[src/rtl/regfile_sequencer_pkg.sv]
// Shared definitions for the 4-bit processor: opcodes, ALU encodings,
// control FSM states and instruction field positions.
package regfile_sequencer_pkg;

  localparam int OPC_HI = 7;
  localparam int OPC_LO = 4;
  localparam int RD_HI  = 3;
  localparam int RD_LO  = 2;
  localparam int RS_HI  = 1;
  localparam int RS_LO  = 0;
  localparam int IMM_HI = 3;
  localparam int IMM_LO = 0;

  localparam logic [3:0] OP_NOP = 4'h0;
  localparam logic [3:0] OP_LDI = 4'h1;
  localparam logic [3:0] OP_MOV = 4'h2;
  localparam logic [3:0] OP_LDA = 4'h3;
  localparam logic [3:0] OP_ADD = 4'h4;
  localparam logic [3:0] OP_SUB = 4'h5;
  localparam logic [3:0] OP_AND = 4'h6;
  localparam logic [3:0] OP_OR  = 4'h7;
  localparam logic [3:0] OP_XOR = 4'h8;
  localparam logic [3:0] OP_JZ  = 4'h9;
  localparam logic [3:0] OP_JMP = 4'hA;
  localparam logic [3:0] OP_HLT = 4'hF;

  localparam logic [2:0] ALU_ADD = 3'd0;
  localparam logic [2:0] ALU_SUB = 3'd1;
  localparam logic [2:0] ALU_AND = 3'd2;
  localparam logic [2:0] ALU_OR  = 3'd3;
  localparam logic [2:0] ALU_XOR = 3'd4;

  // Source of the result register latched in EXECUTE.
  localparam logic [1:0] SRC_ALU = 2'd0;
  localparam logic [1:0] SRC_IMM = 2'd1;
  localparam logic [1:0] SRC_REG = 2'd2;
  localparam logic [1:0] SRC_ACC = 2'd3;

  typedef enum logic [2:0] {
    ST_IDLE      = 3'd0,
    ST_FETCH     = 3'd1,
    ST_DECODE    = 3'd2,
    ST_EXECUTE   = 3'd3,
    ST_WRITEBACK = 3'd4,
    ST_HALT      = 3'd5
  } state_t;

endpackage

[src/rtl/regfile_seq_decode.sv]
// Combinational opcode decoder: turns a 4-bit opcode into the control
// flags the sequencer needs for EXECUTE and WRITEBACK.
module regfile_seq_decode
  import regfile_sequencer_pkg::*;
(
  input  logic [3:0] opcode,
  output logic       acc_we,
  output logic       reg_we,
  output logic       is_jump,
  output logic       is_cond,
  output logic       is_halt,
  output logic [1:0] src_sel,
  output logic [2:0] alu_op
);

  always_comb begin
    acc_we  = 1'b0;
    reg_we  = 1'b0;
    is_jump = 1'b0;
    is_cond = 1'b0;
    is_halt = 1'b0;
    src_sel = SRC_ALU;
    alu_op  = ALU_ADD;
    case (opcode)
      OP_NOP: ;
      OP_LDI: begin acc_we = 1'b1; src_sel = SRC_IMM; end
      OP_MOV: begin reg_we = 1'b1; src_sel = SRC_ACC; end
      OP_LDA: begin acc_we = 1'b1; src_sel = SRC_REG; end
      OP_ADD: begin acc_we = 1'b1; alu_op = ALU_ADD; end
      OP_SUB: begin acc_we = 1'b1; alu_op = ALU_SUB; end
      OP_AND: begin acc_we = 1'b1; alu_op = ALU_AND; end
      OP_OR:  begin acc_we = 1'b1; alu_op = ALU_OR;  end
      OP_XOR: begin acc_we = 1'b1; alu_op = ALU_XOR; end
      OP_JZ:  begin is_jump = 1'b1; is_cond = 1'b1; end
      OP_JMP: is_jump = 1'b1;
      OP_HLT: is_halt = 1'b1;
      // Opcodes B-E fall through with every flag low: they behave as NOP.
      default: ;
    endcase
  end

endmodule

[src/rtl/regfile_sequencer.sv]
// Four-state-per-instruction control unit: fetches from ROM, decodes, and is
// the sole driver of the register file and accumulator write ports.
module regfile_sequencer
  import regfile_sequencer_pkg::*;
#(
  parameter int                  PC_WIDTH = 4,
  parameter logic [PC_WIDTH-1:0] RESET_PC = '0
) (
  input  logic                clk,
  input  logic                reset,
  input  logic                start,
  output logic [PC_WIDTH-1:0] pc,
  input  logic [7:0]          instr_data,
  output logic [1:0]          read_addr1,
  input  logic [3:0]          read_data1,
  input  logic [3:0]          acc_out,
  output logic [2:0]          alu_op,
  input  logic [3:0]          alu_result,
  output logic                write_enable,
  output logic [1:0]          write_addr,
  output logic [3:0]          write_data,
  output logic                acc_write_enable,
  output logic [3:0]          acc_in,
  output logic                busy,
  output logic                halted,
  output logic [2:0]          fsm_state
);

  state_t     state, state_next;
  logic [7:0] ir;
  logic [3:0] res, res_next;
  logic       z;

  logic       dec_acc_we, dec_reg_we, dec_is_jump, dec_is_cond, dec_is_halt;
  logic [1:0] dec_src_sel;
  logic [2:0] dec_alu_op;
  logic       jump_taken;
  logic [PC_WIDTH-1:0] jump_target;

  regfile_seq_decode u_decode (
    .opcode  (ir[OPC_HI:OPC_LO]),
    .acc_we  (dec_acc_we),
    .reg_we  (dec_reg_we),
    .is_jump (dec_is_jump),
    .is_cond (dec_is_cond),
    .is_halt (dec_is_halt),
    .src_sel (dec_src_sel),
    .alu_op  (dec_alu_op)
  );

  assign jump_taken  = dec_is_jump & (~dec_is_cond | z);
  assign jump_target = PC_WIDTH'(ir[IMM_HI:IMM_LO]);

  always_ff @(posedge clk or negedge reset) begin
    if (!reset) state <= ST_IDLE;
    else        state <= state_next;
  end

  always_comb begin
    state_next = state;
    case (state)
      ST_IDLE:      if (start) state_next = ST_FETCH;
      ST_FETCH:     state_next = ST_DECODE;
      ST_DECODE:    state_next = dec_is_halt ? ST_HALT : ST_EXECUTE;
      ST_EXECUTE:   state_next = ST_WRITEBACK;
      ST_WRITEBACK: state_next = ST_FETCH;
      ST_HALT:      state_next = ST_HALT;
      default:      state_next = ST_IDLE;
    endcase
  end

  always_comb begin
    res_next = alu_result;
    case (dec_src_sel)
      SRC_IMM: res_next = ir[IMM_HI:IMM_LO];
      SRC_REG: res_next = read_data1;
      SRC_ACC: res_next = acc_out;
      default: res_next = alu_result;
    endcase
  end

  always_ff @(posedge clk or negedge reset) begin
    if (!reset) begin
      pc  <= RESET_PC;
      ir  <= '0;
      res <= '0;
      z   <= 1'b0;
    end else begin
      case (state)
        ST_IDLE:    if (start) pc <= RESET_PC;
        ST_FETCH:   ir <= instr_data;
        ST_EXECUTE: res <= res_next;
        ST_WRITEBACK: begin
          pc <= jump_taken ? jump_target : pc + PC_WIDTH'(1);
          if (dec_acc_we) z <= (res == 4'd0);
        end
        default: ;
      endcase
    end
  end

  // Strobes are decoded straight from state, so an asynchronous reset
  // removes them in the same instant and a cut-short instruction writes nothing.
  always_comb begin
    read_addr1       = 2'd0;
    alu_op           = 3'd0;
    write_enable     = 1'b0;
    write_addr       = 2'd0;
    write_data       = 4'd0;
    acc_write_enable = 1'b0;
    acc_in           = 4'd0;
    if (state == ST_DECODE || state == ST_EXECUTE || state == ST_WRITEBACK)
      read_addr1 = ir[RS_HI:RS_LO];
    if (state == ST_EXECUTE)
      alu_op = dec_alu_op;
    if (state == ST_WRITEBACK) begin
      if (dec_reg_we) begin
        write_enable = 1'b1;
        write_addr   = ir[RD_HI:RD_LO];
        write_data   = res;
      end else if (dec_acc_we) begin
        acc_write_enable = 1'b1;
        acc_in           = res;
      end
    end
  end

  assign busy      = (state != ST_IDLE) && (state != ST_HALT);
  assign halted    = (state == ST_HALT);
  assign fsm_state = state;

endmodule

[config.mk]
export PLATFORM = sky130hd
export DESIGN_NAME = regfile_sequencer
export DESIGN_NICKNAME = d
export VERILOG_FILES = /design/src/rtl/regfile_sequencer_pkg.sv /design/src/rtl/regfile_seq_decode.sv /design/src/rtl/regfile_sequencer.sv
export SDC_FILE = /design/constraint.sdc
export NUM_CORES = 1
export LEC_CHECK = 0
export ABC_AREA = 1
export CAP_MARGIN = 5
export CORE_MARGIN = 8
export CORE_UTILIZATION = 45
export DETAILED_ROUTE_END_ITERATION = 7
export HOLD_SLACK_MARGIN = 0.03
export PLACE_DENSITY = 0.8
export SLEW_MARGIN = 20
export SYNTH_ARGS = -nofsm -noshare
export SYNTH_HDL_FRONTEND = slang
export SYNTH_HIERARCHICAL = 1
export SYNTH_SLANG_ARGS = --single-unit
[constraint.sdc]
create_clock -name clk -period 1.6 [get_ports clk]
set_clock_uncertainty 0.05 [all_clocks]
set_input_delay 0.32 -clock clk [delete_from_list [all_inputs] [get_ports clk]]
set_output_delay 0.32 -clock clk [all_outputs]
set_load 0.01 [all_outputs]
# Yosys cells after proc, flatten, opt, wreduce, memory -nomap -nowiden
# Index checks and enable logic that the tools add are counted.
# W data, S select, Z words.
# op_classes
n_addsub	1
eq_ne	21
muxes	28
n_bitwise	3
n_reduce_logical	11
# op_table
op	n
$mux W4	7
$pmux W3 S6	1
$eq A4 B3 Y1 const B	4
$eq A4 B4 Y1 const B	4
$pmux W3 S4	1
$pmux W4 S3	1
$mux W1	10
$mux W3	3
$eq A4 B2 Y1 const B	2
$pmux W4 S2	1
$reduce_or A7 Y1	1
$eq A3 B2 Y1 const B	2
$eq A3 B3 Y1 const B	2
$mux W2	3
$pmux W2 S3	1
$add A4 B1 Y4 const B	1
$eq A2 B2 Y1 const B	2
$eq A4 B1 Y1 const B	1
$logic_not A4 Y1	1
$reduce_and A2 Y1	2
$eq A3 B1 Y1 const B	1
$logic_not A3 Y1	1
$ne A3 B3 Y1 const B	1
$reduce_bool A3 Y1	1
9 further kinds	10
# totals
reg_bits	20
inputBits	23
output_inout_bits	26
wordCells	69

# Logic depth before layout (Yosys ltp)
# Gate-level depths: netlist of the first run.
# logic_depth
depth_word	7
ltp_mapped	10
ltp_nobuf	10

# Cells and area by module
# Netlist of the first run, hierarchy kept.
# modules_own_cells
module	n_inst	cells_each	area_per_inst_um2	seq_area_each_um2
regfile_sequencer	1	180	1263.7	500.5
regfile_seq_decode	1	24	103.8	0.0

# Worst setup path after synthesis of the first run
# Ideal clock, no wire load.
# synth_timing
path_kind	register to output
startpoint	register state[1], in the netlist fsm_state[1]
endpoint	output read_addr1[0]
t_arrival_ns	1.079
required_time_ns	1.230
slack_ns	0.151
stages_incl_launch_ff	6
n_path_buf	0
path_cell_list	dfrtp_1 inv_2 nand2_4 nor2_8 inv_1 a21oi_1
# synth_between
elab_chain_cells	4
word_cells_on_any_way	6
cone_classes	3 x eq/ne; 1 x mux; 2 x reduce/logical
# synth_rtl
item	line_no	text
from (decl)	regfile_sequencer.sv:29	state_t state, state_next;
from (signal assigned)	regfile_sequencer.sv:56	else state <= state_next;
$eq A3 B2 Y1	regfile_sequencer.sv:112	if (state == ST_DECODE || state == ST_EXECUTE || state == ST_WRITEBACK)
$logic_or A1 B1 Y1	regfile_sequencer.sv:112	
$logic_or A1 B1 Y1 (*)	regfile_sequencer.sv:112	
$mux W2 (*)	regfile_sequencer.sv:112	
to (decl)	regfile_sequencer.sv:14	output logic [1:0] read_addr1,
# Mark *: on every way between the ends. The rest lies on a longest branch, timed or not.

# Worst setup path after layout of the first run
# layout_timing
startpoint	register state[0], in the netlist fsm_state[0]
endpoint	output acc_in[3]
# layout_between
elab_chain_cells	2
# layout_rtl
item	line_no	text
$eq A3 B3 Y1	regfile_sequencer.sv:116	if (state == ST_WRITEBACK) begin
$mux W4	regfile_sequencer.sv:116	
to (decl)	regfile_sequencer.sv:23	output logic [3:0] acc_in,
# Every way passes these cells.

==> impl_metrics.ini, run 1 <==
[floorplanning]
die_area_um2 = 5060
row_count = 20
die_h_um = 71.1
die_x_um = 71.1
core_um2 = 2980
start_util = 0.459
io_pins = 49

[route]
wl_per_cell_um = 16.6
vias = 1828
detail-route-antenna-nets = 0
drt_pre_antenna_iters = 5
routed_via_density = 5.33
route.detailed.drc = 0
wirelength_mm = 5.70
drt_iter0_drc = 159

[layout]
syn_to_final_growth_pct = 80.4
drive_gt1_frac = 0.410
nets = 335
diodes = 0
final_cell_mix = nand2_1 (51), buf_4 (45), inv_1 (32), clkdlybuf4s50_1 (23), dfrtp_1 (17)
final_cell_area_um2 = 2470
final_common_cell = nand2_1

[clock_network]
cts_sinks = 20
cts_buffer_depth = 2
cts_max_level = 1
clkLatencyLatePin_ps = 310
cts_inserted_buffers = 3
cts_tree = built
clkTransAtPathRegs_ps = 130
cts.root.buffer_cell = clkbuf_4
hold_buffers = 0

[setup_path]
cp_max_fo = 5
crit_start = fsm_state[0]
path_cells = buf_6 > nor2_8 > buf_12 > nand3b_4 > nor2_1 > buf_2
worst_path_max_delay_cell = dfrtp_2
worst-path-buf-inv = 3
worstReg2RegStart = ir[5]
critPathRequiredTime_ps = 1230
r2r_end = res[3]
crit_type = reg -> out
startpoint_type = register
r2r_cells = 11
critPathArrivalTime_ps = 1610
cp-end-kind = output port
crit_family = flip-flops
cp_slowest_stage_delay_ps = 460
reg2reg_slack_ps = -160
path_depth = 6
endpoint = acc_in[3]

[grt]
grt_max_degree = 21
grt_pass1_wl_mm = 7.42
grt_pass1_vias = 1664
grt_overflow = 0
grt_antenna_before_repair = 0
gr-usage-all-layers = 0.181

[placement]
dp_hpwl_mm = 3.12
placed_cell_area_um2 = 2100
place_congestion = 0.865
portBuffers = 48
pre_cts_ws_ps = -317

[synthesis]
synth_cell_types = 22
synthCells = 204
synth_fp_nets = 228
syn-cell-area_um2 = 1370
syn_area_per_cell_um2 = 6.70
synth-seq-cells = 20
yosysWarnings = 6
seq_area_frac_synth = 0.366

[sta]
finalSetupTns_ps = -4780
slew_headroom = 0.797
maxSlewViolCount = 0
finalCritPeriodShare = 1.23
hold_violations = 0
tightest_slew_ps = 301
fmax_mhz = 506
setup_viol_count_final = 24
rsz0062_at_grt = true
worst_slack_ps = -375
period_minus_slack_ps = 1980
fin_hold_ws_ps = 296

[power_and_ir_drop]
ir_worst_vdd_uv = 1210
total_power_w = 0.00476
leakage_nw = 1.39
power_density_nw_per_um2 = 1930

[worst_hold_path]
min_path_type = in -> async

[job]
maxCapViolations = 0

[outcome]
violations = negative setup slack
status = finished with violations
## registers in the layout, indices dropped and copies added, names as in the netlist
signal / flops
res: 4
pc: 4
ir: 8
z: 1
fsm_state: 3
## power by group
part | internal [W] | switching (W)
combinational | 0.00162 | 0.00188
clock | 0.000139 | 0.000167
sequential | 0.000752 | 0.000200
## cell type report
class	instances	area, um2
well taps	33	41.3
multi-input cells	140	840
flip-flops and latches	20	504
clock buffers	4	36.3
fillers	170	510
repair buffers	104	878
inverters	42	168
## kinds of logic after synthesis
logic type                 after synthesis  synth area share
AOI/OAI and AO/OA                       24            0.0970
xor gates and xnor gates                 1           0.00641
adders and majority gates                1           0.00915
buffers and inverters                   44             0.132
DFF                                     20             0.366
and+or+nand+nor                        114             0.390
## metrics by stage
step | instances | util
2_1_floorplan | 204 | -
3_3_place_gp | 314 | 0.705
3_5_place_dp | 314 | 0.705
4_1_cts | 334 | 0.755
5_1_grt | 343 | 0.829
6_report | 343 | 0.829
## what timing repair did
| action | in CTS | in global routing |
|---|---|---|
| resized for setup | 108 | 43 |
| pin swaps | 7 | 16 |
| setup endpoints to repair | 28 | 30 |
| buffers inserted | 16 | 13 |
## worst min-delay path by stage
stage / start / endpoint / slack, ps
floorplan: reset / fsm_state[0] / -30
global placement: res[0] / res[0] / 410
detailed placement: res[0] / res[0] / 410
CTS: reset / ir[1] / 300
global route: reset / fsm_state[0] / 330
finish: reset / ir[3] / 300
## metal layers
layer / wire length [um] / vias up / part of all wire / track usage
li1: - / 836 / - / -
met1: 2100 / 847 / 0.37 / 0.199
met2: 2840 / 117 / 0.50 / 0.332
met3: 486 / 28 / 0.085 / 0.0325
met4: 280 / 0 / 0.049 / 0.0762
met5: 0 / - / 0 / 0
## synthesized netlist by cell type
cell type	number	share of area
nand3_4	1	0.013
nor3_1	1	0.0037
ha_1	1	0.0091
nand3_1	16	0.059
a21oi_1	8	0.029
o21ai_1	6	0.022
o21ai_0	6	0.022
buf_6	2	0.016
xnor2_1	1	0.0064
inv_1	38	0.10
dfrtp_1	20	0.37
nor2_8	1	0.015
nand2_4	3	0.025
o21bai_1	1	0.0055
nor2_4	1	0.0082
nand4_1	3	0.014
o31ai_1	1	0.0055
nand2_1	60	0.16
a21oi_2	2	0.013
nand3b_4	1	0.015
nor2_1	27	0.074
inv_2	4	0.011
## worst reg2reg max path, stage by stage, from the launching register on
cell and delay [ps]:
dfrtp_2 470, buf_6 140, inv_1 130, nand2_2 150
a21oi_4 200, buf_6 140, nand2_1 50, inv_1 80
nand2_1 60, nand3_1 100, nand2_1 80, nand2_1 80
No activity file was read; power rests on OpenSTA's default activity.
==> inputs of run 2 (changes only) <==
Settings changed: GPL_TIMING_DRIVEN set to 0, HOLD_SLACK_MARGIN 0.03 to 0.08.
==> impl_metrics.ini, run 2 (same netlist as run 1, synthesis figures left out) <==
[sta]
hold_violations = 0
rsz0062_at_grt = true
tightest_slew_ps = 910
fin_hold_ws_ps = 441
worst_slack_ps = -258
slew_headroom = 0.392
finalCritPeriodShare = 1.16
maxSlewViolCount = 0
setup_viol_count_final = 22
finalSetupTns_ps = -4170
fmax_mhz = 538
period_minus_slack_ps = 1860

[route]
vias = 1665
wirelength_mm = 4.92
wl_per_cell_um = 15.3
routed_via_density = 5.19
drt_pre_antenna_iters = 5
detail-route-antenna-nets = 0
route.detailed.drc = 0
drt_iter0_drc = 120

[layout]
final_cell_mix = nand2_1 (54), inv_1 (33), buf_4 (26), clkdlybuf4s50_1 (24), dfrtp_1 (18)
diodes = 0
drive_gt1_frac = 0.354
final_common_cell = nand2_1
nets = 314
syn_to_final_growth_pct = 66.4
top_regs = ir x8, pc x4, res x4
largest_reg_flops = 8
regMostFlops = ir

[setup_path]
crit_start = fsm_state[1]
worstReg2RegStart = ir[5]
crit_type = reg -> out
critPathRequiredTime_ps = 1230
cp-end-kind = output port
path_cells = inv_2 > nand2_4 > nor2_8 > buf_6 > nand3b_4 > nor2_2 > buf_2
startpoint_type = register
cp_max_fo = 5
critPathArrivalTime_ps = 1490
cp_slowest_stage_delay_ps = 410
worst_path_max_delay_cell = dfrtp_1

[floorplanning]
die_h_um = 71.1
core_um2 = 2980
die_x_um = 71.1
io_pins = 49
start_util = 0.459
row_count = 20
die_area_um2 = 5060

[power_and_ir_drop]
swShare = 0.487
ir_worst_vdd_uv = 1410
p_sw_w = 0.00206
leakage_nw = 1.28
p_seq_frac = 0.218
power_density_nw_per_um2 = 1860
p_clk_frac = 0.058
p_int_w = 0.00217
p_comb_frac = 0.724

[clock_network]
cts_sinks = 20
cts_inserted_buffers = 3
clkLatencyLatePin_ps = 300
cts_buffer_depth = 2
clkTransAtPathRegs_ps = 120
cts_max_level = 1
hold_buffers = 0
cts_tree = built
cts.root.buffer_cell = clkbuf_4

[worst_hold_path]
min_path_type = reg -> reg
worstHoldStart = res[1]

[placement]
portBuffers = 48
dp_hpwl_mm = 2.69
place_congestion = 0.839

[outcome]
status = finished with violations
violations = negative setup slack

[grt]
grt_antenna_before_repair = 0
gr-usage-all-layers = 0.170
grt_max_degree = 21
grt_pass1_wl_mm = 7.05
grt_overflow = 0
grt_pass1_vias = 1549

[job]
maxCapViolations = 0
run 2: cell count changes in the layout (fill, tap and decap cells not counted), moves of 3 or more:
cell and delta:
buf_4 -19, inv_2 -4, inv_4 +3, nand2_1 +3, nand2_2 -3
run 2: final timing paths:
kind | cells after the start | to | slack, ps
max reg2reg | 8 | res[1] | -190
min | 2 | res[1] | 440
max | 7 | acc_in[3] | -260
min reg2reg | 2 | res[1] | 440
max in group asynchronous | 1 | fsm_state[2] | 420
min in group asynchronous | 1 | ir[6] | 470
run 2: worst max-delay path: cells and delay by family, from the launching register on:
family,cells,cell delay (ps)
AND/OR/NAND/NOR,4,420
buffers and inverters,3,350
flip-flops,1,410
run 2: layout make-up:
type | count | area (um2)
multi-input combinational | 140 | 823
fill | 197 | 702
timing repair buffer | 81 | 691
sequential | 20 | 503
inverter | 42 | 173
tap | 33 | 41.3
clock buffer | 3 | 22.5
buffer | 2 | 22.5
run 2: power by group through the flow:
stage	clock network (W)	logic, W	registers (W)
6_report	0.000244	0.00306	0.000923
5_1_grt	0.000278	0.00327	0.000944
4_1_cts	0.000239	0.00254	0.000904
3_5_place_dp	0	0.00188	0.000965
3_3_place_gp	0	0.00185	0.000959
2_1_floorplan	0	0.00125	0.000965
run 2: routing by layer:
| metal | part of all wire | GRT usage | vias to the layer above |
|---|---|---|---|
| li1 | - | - | 794 |
| met1 | 0.38 | 0.174 | 782 |
| met2 | 0.52 | 0.315 | 72 |
| met3 | 0.065 | 0.0452 | 17 |
| met4 | 0.034 | 0.0693 | 0 |
| met5 | 0 | 0 | - |
run 2: what timing repair did:
action | in CTS | in global routing
endpoints found under the setup margin | 27 | 30
resized for setup | 113 | 30
buffers inserted | 24 | 10
pin swaps | 12 | 11
run 2: per-stage QoR:
stage           util  instances  total power [W]  instance area [um2]  setup slack, ps
6_report       0.764        321          0.00422                 2280             -258
5_1_grt        0.764        321          0.00449                 2280             -365
4_1_cts        0.712        312          0.00369                 2120             -236
3_5_place_dp   0.634        285          0.00285                 1890             -399
3_3_place_gp   0.634        285          0.00281                 1890             -398
2_1_floorplan      -        204          0.00221                 1370              151
==> inputs of run 3 (changes only) <==
Settings changed: SETUP_SLACK_MARGIN set to 0.3.
==> impl_metrics.ini, run 3 (same netlist as run 1, synthesis figures left out) <==
[outcome]
status = finished with violations
violations = negative setup slack

[layout]
final_cell_mix = nand2_1 (52), inv_1 (27), buf_6 (25), buf_4 (24), clkdlybuf4s50_1 (21)
largest_reg_flops = 8
syn_to_final_growth_pct = 76.8
nets = 321
instances_no_fill = 329
diodes = 0
drive_gt1_frac = 0.449
final_common_cell = nand2_1
regMostFlops = ir
fillers = 179
top_regs = ir x8, pc x4, res x4
final_core_util = 0.812

[placement]
dpl.cell_count = 285
place_congestion = 0.853
portBuffers = 48
pre_cts_ws_ps = -356
dp_hpwl_mm = 2.91

[power_and_ir_drop]
p_int_w = 0.00240
p_seq_frac = 0.213
p_comb_frac = 0.720
p_clk_frac = 0.067
swShare = 0.486
power_density_nw_per_um2 = 1930
leakage_nw = 1.31
total_power_w = 0.00466
ir_worst_vdd_uv = 1500
p_sw_w = 0.00227

[clock_network]
cts_buffer_depth = 2
cts_tree = built
clkTransAtPathRegs_ps = 130
cts_sinks = 20
cts_max_level = 1
cts_inserted_buffers = 3
clkLatencyLatePin_ps = 320
cts.root.buffer_cell = clkbuf_4

[route]
detail-route-antenna-nets = 0
wl_per_cell_um = 16.6
drt_pre_antenna_iters = 7
route.detailed.drc = 0
routed_via_density = 5.25
drt_iter0_drc = 139
vias = 1727
wirelength_mm = 5.47

[setup_path]
cp-end-kind = output port
crit_type = reg -> out
critPathArrivalTime_ps = 1540
startpoint_type = register
critPathRequiredTime_ps = 1230
cp_max_fo = 5
crit_start = ir[4]
worstReg2RegStart = ir[4]

[sta]
fmax_mhz = 524
tightest_slew_ps = 964
period_minus_slack_ps = 1910
finalCritPeriodShare = 1.19
slew_headroom = 0.356
hold_violations = 0
rsz0062_at_grt = true
fin_hold_ws_ps = 74.2
maxSlewViolCount = 0
setup_viol_count_final = 23
worst_slack_ps = -309

[floorplanning]
io_pins = 49
core_um2 = 2980
die_x_um = 71.1
start_util = 0.459
die_area_um2 = 5060
die_h_um = 71.1
row_count = 20

[grt]
gr-usage-all-layers = 0.183
grt_pass1_wl_mm = 7.62
grt_overflow = 0
grt_max_degree = 21
grt_antenna_before_repair = 0
grt_pass1_vias = 1606

[worst_hold_path]
min_path_type = in -> async

[job]
maxCapViolations = 0
run 3: final cells by class:
| cell class | count | area (um2) | area share |
|---|---|---|---|
| plain buffers | 2 | 22.5 | 0.00932 |
| clock buffers | 4 | 36.3 | 0.0150 |
| inverters | 42 | 175 | 0.0725 |
| multi-input cells | 140 | 878 | 0.363 |
| flip-flops and latches | 20 | 507 | 0.210 |
| well taps | 33 | 41.3 | 0.0171 |
| repair buffers | 88 | 757 | 0.313 |
run 3: layer usage:
metal	GRT usage	up-vias	wire length, um
li1	-	812	-
met1	0.211	795	2060
met2	0.313	96	2820
met3	0.0395	24	346
met4	0.0878	0	243
met5	0	-	0
run 3: path summary, 6_finish.rpt:
| check | to | slack [ps] | depth (start not counted) |
|---|---|---|---|
| max in group asynchronous | ir[5] | 760 | 1 |
| max | acc_in[3] | -310 | 7 |
| min reg2reg | res[2] | 440 | 2 |
| min | fsm_state[2] | 70 | 1 |
| min in group clk | res[2] | 440 | 2 |
| max reg2reg | res[1] | -150 | 10 |
run 3: repair_timing:
item | CTS | global route
setup buffers | 28 | 12
hold buffers | 0 | 0
endpoints found under the setup margin | 34 | 51
pin swaps | 21 | 19
gates resized for setup | 141 | 40
run 3: through the flow:
step	TNS (ps)	cell area, um2
final	-4880	2420
after detailed placement	-5630	1950
after global routing	-6130	2420
after global placement	-5280	1950
after CTS	-3140	2200
after floorplan	0	1430
run 3: power by group through the flow:
stage,Clock (W),Sequential (W),Combinational (W)
2_1_floorplan,0,0.000977,0.00137
3_3_place_gp,0,0.000975,0.00198
3_5_place_dp,0,0.000985,0.00202
4_1_cts,0.000307,0.000926,0.00269
5_1_grt,0.000343,0.00101,0.00357
6_report,0.000314,0.000992,0.00336
run 3: worst max-delay path, cell delays in order (launching register included):
cell and delay [ps]:
dfrtp_2 460, buf_6 140, nor2_4 70, nand2_2 80, nand3_4 80, nand3b_4 120
nor2_2 120, buf_2 140
